### src/rtl/ysyx_040750_pkg.sv
// Shared CSR tracker types: default widths and the in-flight CSR write entry.
package ysyx_040750_pkg;

  localparam int unsigned CSR_XLEN_DEFAULT   = 64;
  localparam int unsigned CSR_ADDR_W_DEFAULT = 12;

  typedef struct packed {
    logic                          vld;
    logic [CSR_ADDR_W_DEFAULT-1:0] addr;
    logic [CSR_XLEN_DEFAULT-1:0]   data;
    logic                          dok;
  } csr_entry_t;

endpackage

### src/rtl/ysyx_040750_csr_prio_match.sv
// Youngest-first address match over STAGES in-flight CSR entries (index 0 is youngest).
module ysyx_040750_csr_prio_match
  import ysyx_040750_pkg::*;
#(
  parameter int unsigned XLEN   = CSR_XLEN_DEFAULT,
  parameter int unsigned ADDR_W = CSR_ADDR_W_DEFAULT,
  parameter int unsigned STAGES = 3
) (
  input  logic [STAGES-1:0]             vld,
  input  logic [STAGES-1:0]             rdy,
  input  logic [STAGES-1:0][ADDR_W-1:0] addr,
  input  logic [STAGES-1:0][XLEN-1:0]   data,
  input  logic [ADDR_W-1:0]             key,
  output logic                          hit,
  output logic                          hit_rdy,
  output logic [XLEN-1:0]               hit_data
);

  // Scan oldest to youngest so the youngest matching entry overwrites any older one.
  always_comb begin
    hit      = 1'b0;
    hit_rdy  = 1'b0;
    hit_data = '0;
    for (int i = int'(STAGES) - 1; i >= 0; i--) begin
      if (vld[i] && (addr[i] == key)) begin
        hit      = 1'b1;
        hit_rdy  = rdy[i];
        hit_data = data[i];
      end
    end
  end

endmodule

### src/rtl/ysyx_040750_csr_bypass_tracker.sv
// CSR write tracker from EX to WB with ID-stage forwarding, hazard detect and CSR-file retire.
// Optional hazard-cycle counter enabled by defining YSYX_040750_CSR_HAZARD_CNT_EN.
module ysyx_040750_csr_bypass_tracker
  import ysyx_040750_pkg::*;
#(
  parameter int unsigned XLEN   = CSR_XLEN_DEFAULT,
  parameter int unsigned ADDR_W = CSR_ADDR_W_DEFAULT,
  parameter int unsigned STAGES = 3
) (
  input  logic              I_sys_clk,
  input  logic              I_rst_n,
  input  logic              I_stall,
  input  logic              I_flush,
  input  logic              I_issue,
  input  logic              I_csr_wen_ID,
  input  logic              I_csr_ren_ID,
  input  logic [ADDR_W-1:0] I_csr_addr_ID,
  input  logic [XLEN-1:0]   I_csr_rdata_ID,
  input  logic [XLEN-1:0]   I_csr_wdata_EX,
  input  logic              I_csr_wdata_vld_EX,
  output logic [XLEN-1:0]   O_csr_fwd_data,
  output logic              O_csr_hazard,
  output logic              O_csr_wb_en,
  output logic [ADDR_W-1:0] O_csr_wb_addr,
`ifdef YSYX_040750_CSR_HAZARD_CNT_EN
  output logic [31:0]       O_hazard_cnt,
`endif
  output logic [XLEN-1:0]   O_csr_wb_data
);

  csr_entry_t [STAGES-1:0] ent_q, ent_d;

  always_comb begin
    ent_d = ent_q;
    if (I_flush) begin
      ent_d = '0;
    end else if (I_stall) begin
      // EX may finish its result while the pipe is held.
      if (ent_q[0].vld && I_csr_wdata_vld_EX) begin
        ent_d[0].data = I_csr_wdata_EX;
        ent_d[0].dok  = 1'b1;
      end
    end else begin
      for (int k = 2; k < int'(STAGES); k++) begin
        ent_d[k] = ent_q[k-1];
      end
      ent_d[1].vld  = ent_q[0].vld;
      ent_d[1].addr = ent_q[0].addr;
      ent_d[1].data = I_csr_wdata_vld_EX ? I_csr_wdata_EX : ent_q[0].data;
      ent_d[1].dok  = ent_q[0].dok | I_csr_wdata_vld_EX;
      ent_d[0].vld  = I_issue & I_csr_wen_ID;
      ent_d[0].addr = I_csr_addr_ID;
      ent_d[0].data = '0;
      ent_d[0].dok  = 1'b0;
    end
  end

  always_ff @(posedge I_sys_clk or negedge I_rst_n) begin
    if (!I_rst_n) begin
      ent_q <= '0;
    end else begin
      ent_q <= ent_d;
    end
  end

  // Entry 0 sits in EX, so its value comes straight from the EX result bus.
  logic [STAGES-1:0]             m_vld, m_rdy;
  logic [STAGES-1:0][ADDR_W-1:0] m_addr;
  logic [STAGES-1:0][XLEN-1:0]   m_data;

  always_comb begin
    m_vld  = '0;
    m_rdy  = '0;
    m_addr = '0;
    m_data = '0;
    for (int i = 0; i < int'(STAGES); i++) begin
      m_vld[i]  = ent_q[i].vld;
      m_addr[i] = ent_q[i].addr;
      m_rdy[i]  = (i == 0) ? I_csr_wdata_vld_EX : ent_q[i].dok;
      m_data[i] = (i == 0) ? I_csr_wdata_EX : ent_q[i].data;
    end
  end

  logic            hit, hit_rdy;
  logic [XLEN-1:0] hit_data;

  ysyx_040750_csr_prio_match #(
    .XLEN   (XLEN),
    .ADDR_W (ADDR_W),
    .STAGES (STAGES)
  ) u_prio_match (
    .vld      (m_vld),
    .rdy      (m_rdy),
    .addr     (m_addr),
    .data     (m_data),
    .key      (I_csr_addr_ID),
    .hit      (hit),
    .hit_rdy  (hit_rdy),
    .hit_data (hit_data)
  );

  assign O_csr_fwd_data = hit ? hit_data : I_csr_rdata_ID;
  assign O_csr_hazard   = I_csr_ren_ID & hit & ~hit_rdy;

  // A WB entry without data is a protocol error and is dropped rather than written.
  assign O_csr_wb_en   = ent_q[STAGES-1].vld & ent_q[STAGES-1].dok & ~I_stall;
  assign O_csr_wb_addr = ent_q[STAGES-1].addr;
  assign O_csr_wb_data = ent_q[STAGES-1].data;

`ifdef YSYX_040750_CSR_HAZARD_CNT_EN
  logic [31:0] hazard_cnt_q;

  always_ff @(posedge I_sys_clk or negedge I_rst_n) begin
    if (!I_rst_n) begin
      hazard_cnt_q <= '0;
    end else if (O_csr_hazard && (hazard_cnt_q != 32'hFFFF_FFFF)) begin
      hazard_cnt_q <= hazard_cnt_q + 32'd1;
    end
  end

  assign O_hazard_cnt = hazard_cnt_q;
`endif

endmodule
### config.mk
export PLATFORM = sky130hd
export DESIGN_NAME = ysyx_040750_csr_bypass_tracker
export DESIGN_NICKNAME = d
export VERILOG_FILES = /design/src/rtl/ysyx_040750_pkg.sv /design/src/rtl/ysyx_040750_csr_prio_match.sv /design/src/rtl/ysyx_040750_csr_bypass_tracker.sv
export SDC_FILE = /design/constraint.sdc
export NUM_CORES = 1
export LEC_CHECK = 0
export BUFFER_PORTS_ARGS = -buffer_cell sky130_fd_sc_hd__clkbuf_2
export CORE_ASPECT_RATIO = 1.1
export CORE_MARGIN = 4
export CORE_UTILIZATION = 45
export CTS_BUF_LIST = sky130_fd_sc_hd__clkbuf_8
export DETAILED_ROUTE_END_ITERATION = 10
export PLACE_DENSITY = 0.68
export SLEW_MARGIN = 20
export SYNTH_ARGS = -nofsm -noshare
export SYNTH_HDL_FRONTEND = slang
export SYNTH_SLANG_ARGS = --single-unit
### constraint.sdc
create_clock -name I_sys_clk -period 5.5 [get_ports I_sys_clk]
set_input_delay 0.825 -clock I_sys_clk [delete_from_list [all_inputs] [get_ports I_sys_clk]]
set_output_delay 0.825 -clock I_sys_clk [all_outputs]
set_load 0.005 [all_outputs]
==> Word level (Yosys, flattened, before mapping) <==
Index checks and enable logic that the tools add are counted.
{ "totals": {"regBits": 234, "word_cells": 44, "inputBits": 148} }
{ "op_classes": {"eq_ne": 5, "n_reduce_logical": 4, "bitwise": 8, "mux": 15} }
{ "ops": {"columns": ["cell", "n"], "rows": [
  ["64-bit two-way mux", 5],
  ["234-bit two-way mux", 1],
  ["169-bit two-way mux", 1],
  ["65-bit two-way mux", 2],
  ["12-bit == test", 3],
  ["1-bit two-way mux", 6],
  ["1-bit AND", 5],
  ["1-bit logical AND", 4],
  ["3-bit by 1-bit inequality test with 1-bit output (second input constant)", 1],
  ["2-bit by 1-bit inequality test with 1-bit output (second input constant)", 1],
  ["1-bit NOT", 2],
  ["1-bit OR", 1]
]} }

==> Logic depth before layout (Yosys ltp) <==
Gate-level depths: netlist (run 1).
{ "logic_depth": {"depth_word": 7, "ltp_mapped": 9, "depth_no_buf": 6} }

==> Cells and area by module <==
A second synthesis (run 1) with hierarchy kept.
{ "unflattened": {"hier_cells": 1463, "hier_area_um2": 14247.4} }
{ "modules_own_cells": {"columns": ["module", "n_inst", "cells_per_inst", "area_per_inst_um2", "seq_area_each_um2"], "rows": [
  ["ysyx_040750_csr_bypass_tracker", 1, 1073, 12029.0, 5855.6],
  ["ysyx_040750_csr_prio_match", 1, 390, 2218.4, 0.0]
]} }

==> Least setup slack after synthesis (run 1) <==
OpenSTA, ideal clock, no wires.
{ "synth_timing": {"kind": "input port to output port", "startpoint": "input I_csr_addr_ID[5]", "endpoint": "output O_csr_fwd_data[10]", "slack_ns": 2.386, "t_arrival_ns": 2.289, "t_required_ns": 4.675, "stages": 9, "cell_sequence": "xnor2_1 > nand4_1 > or4_1 > buf_2 > nand2b_4 > buf_12 > buf_12 > o221ai_2 > a21oi_1"} }
{ "synth_via": {"elab_chain_cells": 6} }
{ "synth_lines": {"columns": ["element", "line", "source"], "rows": [
  ["start, declared", "ysyx_040750_csr_bypass_tracker.sv:17", "input logic [ADDR_W-1:0] I_csr_addr_ID,"],
  ["12-bit == test", "ysyx_040750_csr_prio_match.sv:25", "if (vld[i] && (addr[i] == key)) begin"],
  ["1-bit logical AND", "ysyx_040750_csr_prio_match.sv:25", null],
  ["64-bit two-way mux or 1-bit two-way mux (tied branches) (3 in a row)", "ysyx_040750_csr_prio_match.sv:25", null],
  ["64-bit two-way mux *", "ysyx_040750_csr_bypass_tracker.sv:102", "assign O_csr_fwd_data = hit ? hit_data : I_csr_rdata_ID;"],
  ["end, declared", "ysyx_040750_csr_bypass_tracker.sv:21", "output logic [XLEN-1:0] O_csr_fwd_data,"]
]} }
Every way passes the cells marked *; elsewhere a longest branch is shown, timed or not.

==> Final worst setup path (run 1) <==
{ "layout_timing": {"startpoint": "input I_csr_addr_ID[8]", "endpoint": "output O_csr_fwd_data[10]"} }
Same word-level chain as after synthesis.

==> results of run 1 <==
-- cell usage after synthesis --
cell      instances  share of area
a21o_1            1        0.00058
nor4_1            1        0.00049
nand3_2           1        0.00078
nand3_1           3         0.0012
a21oi_2          53          0.036
mux2i_1         168           0.13
o21ai_0           1        0.00039
dfrtp_1         234           0.46
nand4_1           6         0.0029
o221ai_2         60          0.070
nand2b_4          1         0.0011
buf_1             9         0.0026
and3b_1           1        0.00068
a21oi_1          79          0.031
buf_2            14         0.0055
xnor2_1          36          0.025
o221ai_1          4         0.0027
nand2_1          69          0.020
buf_4            85          0.050
nand2b_1          1        0.00049
nor2_1          301          0.088
or4_1             2         0.0012
clkbuf_1         61          0.018
or4_4             1        0.00088
buf_12            7          0.011
a22o_1           64          0.044
and3_1            1        0.00049
-- routing by layer --
layer	routed length (microns)	vias up
li1	-	4680
met1	14200	4836
met2	15700	287
met3	1920	43
met4	606	0
met5	0	-
-- flip-flops by register name, summed over array words and instances (netlist names) --
signal         count
ent_q            158
O_csr_wb_data     64
O_csr_wb_addr     12
-- kinds of logic after synthesis --
family,share of synthesized area
DFF,0.456
xor gates and xnor gates,0.0245
AOI/OAI and AO/OA,0.184
and+or+nand+nor,0.118
muxes,0.131
buffers and inverters,0.0865
-- report_power, final --
part | internal [mW] | switching (mW) | total [mW]
combinational | 0.162 | 0.232 | 0.394
sequential | 1.76 | 0.0402 | 1.80
clock | 0.823 | 0.683 | 1.51
total | 2.75 | 0.955 | 3.70
-- worst min path at each step --
stage / start / slack [ns] / endpoint / cells after the start
2_1_floorplan: ent_q[0] / 0.46 / ent_q[0] / 2
3_3_place_gp: ent_q[0] / 0.48 / ent_q[0] / 2
3_5_place_dp: ent_q[62] / 0.49 / ent_q[62] / 1
4_1_cts: I_rst_n / 0.42 / ent_q[45] / 1
5_1_grt: I_rst_n / 0.46 / ent_q[45] / 1
6_report: I_rst_n / 0.42 / ent_q[111] / 1
-- layout make-up --
type / instances / area (sq um)
Fill cell: 2583 / 13300
Multi-Input combinational cell: 854 / 5920
Sequential cell: 234 / 5860
Timing Repair Buffer: 303 / 1650
Clock buffer: 51 / 702
Tap cell: 363 / 454
Clock inverter: 16 / 61.3
-- placed cells by master (no fill, tap or decap) --
master | synthesis | routed
or4_4 | 1 | 3
a21oi_2 | 53 | 53
buf_16 | 0 | 1
nand2b_1 | 1 | 1
buf_4 | 85 | 11
a21oi_1 | 79 | 78
a21o_1 | 1 | 1
nand3_1 | 3 | 3
nor4_2 | 0 | 1
nand4_1 | 6 | 6
xnor2_1 | 36 | 36
dfrtp_1 | 234 | 234
clkinv_2 | 0 | 1
buf_8 | 0 | 2
o221ai_2 | 60 | 60
nand2_1 | 69 | 69
inv_1 | 0 | 15
and3b_1 | 1 | 1
o221ai_1 | 4 | 4
o21ai_0 | 1 | 1
a22o_1 | 64 | 64
clkbuf_8 | 0 | 51
nand2b_4 | 1 | 1
clkbuf_2 | 0 | 285
nor2_1 | 301 | 300
mux2i_1 | 168 | 168
buf_12 | 7 | 4
nor2_4 | 0 | 1
and3_1 | 1 | 1
nand3_2 | 1 | 1
a21oi_4 | 0 | 1
-- worst reg2reg max path: stages (launching register included) --
cell	delay (ns)
dfrtp_1	0.46
a21oi_4	0.79
buf_4	0.57
a22o_1	0.24
-- stage by stage --
stage / power (mW) / std cells / worst slack, ns / utilization
floorplan: 2.05 / 1264 / 2.39 / -
global placement: 2.22 / 1753 / 1.26 / 0.495
detailed placement: 2.23 / 1753 / 1.23 / 0.495
CTS: 3.76 / 1820 / 1.21 / 0.523
global route: 3.89 / 1821 / 1.07 / 0.524
finish: 3.70 / 1821 / 1.26 / 0.524
==> results.md, run 1 <==
- Vias in the first global route: roughly 9600
- Startpoint types: input pin
- Worst-path cell chain: clkbuf_2, xnor2_1, nand3_1, or4_4, nand3_2, buf_12, nor2_1, a21oi_1, clkbuf_2
- M3 GR Usage: 0.0371
- Final number of setup-violating endpoints: 0
- Resize count post-CTS: 0
- Worst hold slack: 0.415 ns
- Largest net degree at the start of global routing: 139
- Reg2reg path depth: 3
- Nets: between 1500 and 2000
- Slowest-stage cell, CP: or4_4
- Vias/cell: ~5.4
- Synthesized Nets: roughly 1400
- Yosys cell types: 27
- R2R setup slack: about 3.4 ns
- CP Buf/Inv Count: 3
- Seq/Total Area, Yosys: 0.456
- Clock sink total: 234
- Skew final: 0.0158 ns
- RSZ-0062 raised after global routing: no
- CP arrival: between 3 and 4 ns
- Required time of the critical path: 4.68 ns
- Reg-to-Reg End: ent_q[47]
- GR Layer Usage met2: 0.333
- WS Path Type: in2out
- Die height: about 190 microns
- Hold_buf cts: 0
- Root Buffer: clkbuf_8
- Syn Area/Cell: between 10 and 15 sq um
- Worst setup path end: O_csr_fwd_data[10]
- Setup Buffers After CTS: 0
- Delay of the slowest cell on the worst path: 0.83 ns
- Total GRT Usage: 0.200
- Area of the die: ~0.031 sq mm
- Critical Path Most Common Cell: clkbuf_2
- Core Region: about 0.028 sq mm
- Yosys reg bits: 234
- GP Congestion: 0.768
- GRT Max-Usage Layer: met2
- Met1 Track Usage GR: 0.274
- Highest Clock Rate: approximately 0.24 GHz
- Initial antenna violation count: 0
- Clock Pin Slew Worst Setup and Hold Paths: around 0.06 ns
- Cell family with most CP delay: simple AND/OR/NAND/NOR gates
- IO Pins: between 200 and 300
- Row cnt: 64
- Post-DP Area: between 0.01 and 0.015 sq mm
- Pwr/cell area: around 250 mW/mm^2
- Min cycle time layout: 4.24 ns
- Worst Setup SP: I_csr_addr_ID[8]
- Worst reg2reg path startpoint: ent_q[77]
- Clk Latency, worst-skew pair: between 0.5 and 0.6 ns
- Port bufs: around 290
- WL/cell: between 15 and 20 microns
- Area delta synth->final: 13.9%
- Grt ovf: 0
- Vias: between 9000 and 10000
- Status: finished clean
- CP endpoint kind: primary output
- Final Slew Violations: 0
- YS warnings: 0
- Routed Antenna Nets: 0
- Peak supply drop: approximately 210 uV
- P_leak: between 7 and 8 nW
- Syn Inst Count: ~1300
- Worst path depth: 9
- First-pass GRT wire length: about 52 mm
- Synth Cell Area: roughly 0.013 sq mm
- Die width: between 150 and 200 microns
- Max_slew headroom: 0.310
- Initial Utilization: 0.460
- Worst Hold Class: in2async
- Final worst path period share: 0.772
- # Max-Cap Violations: 0
- Share of layout cells above drive strength 1: 0.326
- CTS tree: yes
- # diodes: 0
- Maximum buffer depth of the clock tree: 3
- Routed wire length: approximately 32 mm
- Total Neg Setup Slack: 0 ns
- Dpl hpwl: between 20 and 25 mm
- Initial drt markers: between 600 and 700
- H-tree Lvls: 2
- Crit-path max FO: 36
- DRT Pass-1 Iters: 5
- Worst Tran Pin Value: around 1.0 ns
- CTS buffer count: 39
- Final instance area: 0.0146 sq mm
- Remaining DRCs: 0
- Final hold vios: 0
(Power assumes the default switching activity.)
==> run 2: changes to the inputs <==
- PLACE_DENSITY: 0.68 -> 0.71
- clock period: 5.5 -> 3.45 ns (I/O delays scaled with it)
==> results.md, run 2 (same netlist as run 1, synthesis figures left out) <==
- Min cycle time layout: between 3 and 4 ns
- Number of flip-flops in the largest register: between 150 and 200
- RSZ-0062 raised after global routing: yes
- Final worst slack: around 0.14 ns
- CP Buf/Inv Count: 2
- Sequential power share: 0.481
- Most frequent cells in the layout: nor2_1, clkbuf_2, dfrtp_1
- Hold_buf cts: 0
- Top reg by flops: ent_q
- # fillers: 2536
- CP arrival: 2.79 ns
- Required time of the critical path: roughly 2.9 ns
- Die width: approximately 170 microns
- Startpoint types: flip-flop
- Row cnt: 64
- Vias: 9918
- Clock sink total: approximately 230
- First-pass GRT wire length: between 50 and 60 mm
- Maximum buffer depth of the clock tree: 3
- Grt ovf: 0
- Cell family with most CP delay: simple AND/OR/NAND/NOR gates
- Initial Utilization: 0.460
- Highest Clock Rate: ~0.3 GHz
- Nets: between 1500 and 2000
- Total GRT Usage: 0.203
- Clk Latency, worst-skew pair: 0.53 ns
- Largest net degree at the start of global routing: roughly 130
- Core Region: around 0.028 sq mm
- Routed wire length: about 33 mm
- Pwr/cell area: 404 mW/mm^2
- CP endpoint kind: primary output
- Clock power frac: 0.412
- Share of layout cells above drive strength 1: 0.336
- Pre-CTS setup slack: ~0.26 ns
- Peak supply drop: about 260 uV
- CTS buffer count: 40
- Final Slew Violations: 0
- Area delta synth->final: 15.1%
- Area occupied by multi-input gates: a little under 0.006 sq mm
- Worst reg2reg path startpoint: ent_q[77]
- Port bufs: roughly 290
- H-tree Lvls: 2
- GP Congestion: approximately 0.82
- P_leak: about 7.4 nW
- Area of the die: 0.0313 sq mm
- WS Path Type: reg2out
- Die height: approximately 190 microns
- Clock Pin Slew Worst Setup and Hold Paths: 0.06 ns
- Crit-path max FO: 37
- Comb pwr share: 0.107
- WL/cell: between 15 and 20 microns
- Reg-to-Reg End: ent_q[29]
- Slowest-stage cell, CP: or4_4
- Root Buffer: clkbuf_8
- Final core occ: 0.529
- Dpl hpwl: about 21 mm
- Leading cell type in the layout, fill and taps excluded: nor2_1
- Status: finished clean
- Total Neg Setup Slack: 0 ns
- Delay of the slowest cell on the worst path: about 0.60 ns
- Reg2reg path depth: 4
- Skew final: approximately 0.029 ns
- FF+latch area: roughly 0.0059 sq mm
- Final worst path period share: 0.960
- DRT Pass-1 Iters: 4
- IO Pins: 290
- P_sw: roughly 1.5 mW
- Worst Tran Pin Value: ~0.78 ns
- Final number of setup-violating endpoints: 0
- Initial antenna violation count: 1
- Worst-path cell chain: xnor2_1, nand3_1, or4_4, nand2b_4, buf_12, o221ai_2, and3_1, clkbuf_2
- Remaining DRCs: 0
- Internal power: roughly 4.5 mW
- Vias in the first global route: 9769
- # diodes: 0
- Switching fraction of total power: 0.255
- Worst Hold Class: in2async
- # Max-Cap Violations: 0
- Initial drt markers: 733
- Routed Antenna Nets: 0
- CTS tree: yes
- Max_slew headroom: 0.481
- Final hold vios: 0
- Vias/cell: ~5.4
- R2R setup slack: 1.99 ns
-- run 2: routing by layer --
layer	part of all wire	global-route usage	up-vias	routed length, microns
met5	0.00021	0	-	7
met4	0.020	0.0544	2	652
met3	0.056	0.0361	51	1840
met2	0.49	0.340	274	15900
met1	0.44	0.275	4899	14400
li1	-	-	4692	-
-- run 2: worst max path at each step --
| stage | start | end | slack (ns) | depth (start not counted) |
|---|---|---|---|---|
| 5_1_grt | ent_q[144] | O_csr_fwd_data[2] | -0.02 | 8 |
| 6_report | O_csr_wb_addr[0] | O_csr_hazard | 0.14 | 8 |
| 2_1_floorplan | I_csr_addr_ID[5] | O_csr_fwd_data[10] | 0.95 | 9 |
| 4_1_cts | O_csr_wb_addr[0] | O_csr_hazard | 0.02 | 8 |
| 3_5_place_dp | I_csr_addr_ID[8] | O_csr_fwd_data[33] | 0.26 | 9 |
| 3_3_place_gp | I_csr_addr_ID[8] | O_csr_fwd_data[26] | 0.32 | 9 |
-- run 2: metrics by stage --
| step | power (mW) | hold WS [ns] | instance area, sq um | std cells |
|---|---|---|---|---|
| floorplan | 3.27 | 0.222 | 12900 | 1264 |
| global placement | 3.55 | 0.483 | 14000 | 1764 |
| detailed placement | 3.57 | 0.487 | 14000 | 1764 |
| CTS | 6.07 | 0.0328 | 14800 | 1829 |
| global route | 6.27 | 0.0526 | 14800 | 1832 |
| finish | 5.98 | 0.0300 | 14800 | 1832 |
-- run 2: final cells by class --
class | count | area share
clock buffers | 47 | 0.0437
flip-flops and latches | 234 | 0.396
repair buffers | 316 | 0.120
well taps | 363 | 0.0307
clock inverters | 18 | 0.00888
multi-input cells | 854 | 0.401
-- run 2: worst register-to-register path, cell delays in order, from the launching register on --
cell     delay [ns]
dfrtp_1        0.49
nand2_1        0.14
nor2_4         0.11
buf_4          0.40
a22o_1         0.24
-- run 2: repair_timing --
action / 4_1_cts / 5_1_grt
cloned: 0 / 0
resized for setup: 3 / 3
setup buffers: 0 / 3
setup endpoints to repair: 63 / 61
pin swaps: 0 / 1
-- run 2: power by group through the flow --
stage / clock network (mW) / registers (mW) / logic [mW]
after floorplan: 0 / 2.90 / 0.363
after global placement: 0 / 2.92 / 0.635
after detailed placement: 0 / 2.92 / 0.646
after CTS: 2.55 / 2.87 / 0.649
after global routing: 2.67 / 2.88 / 0.711
final: 2.46 / 2.87 / 0.640
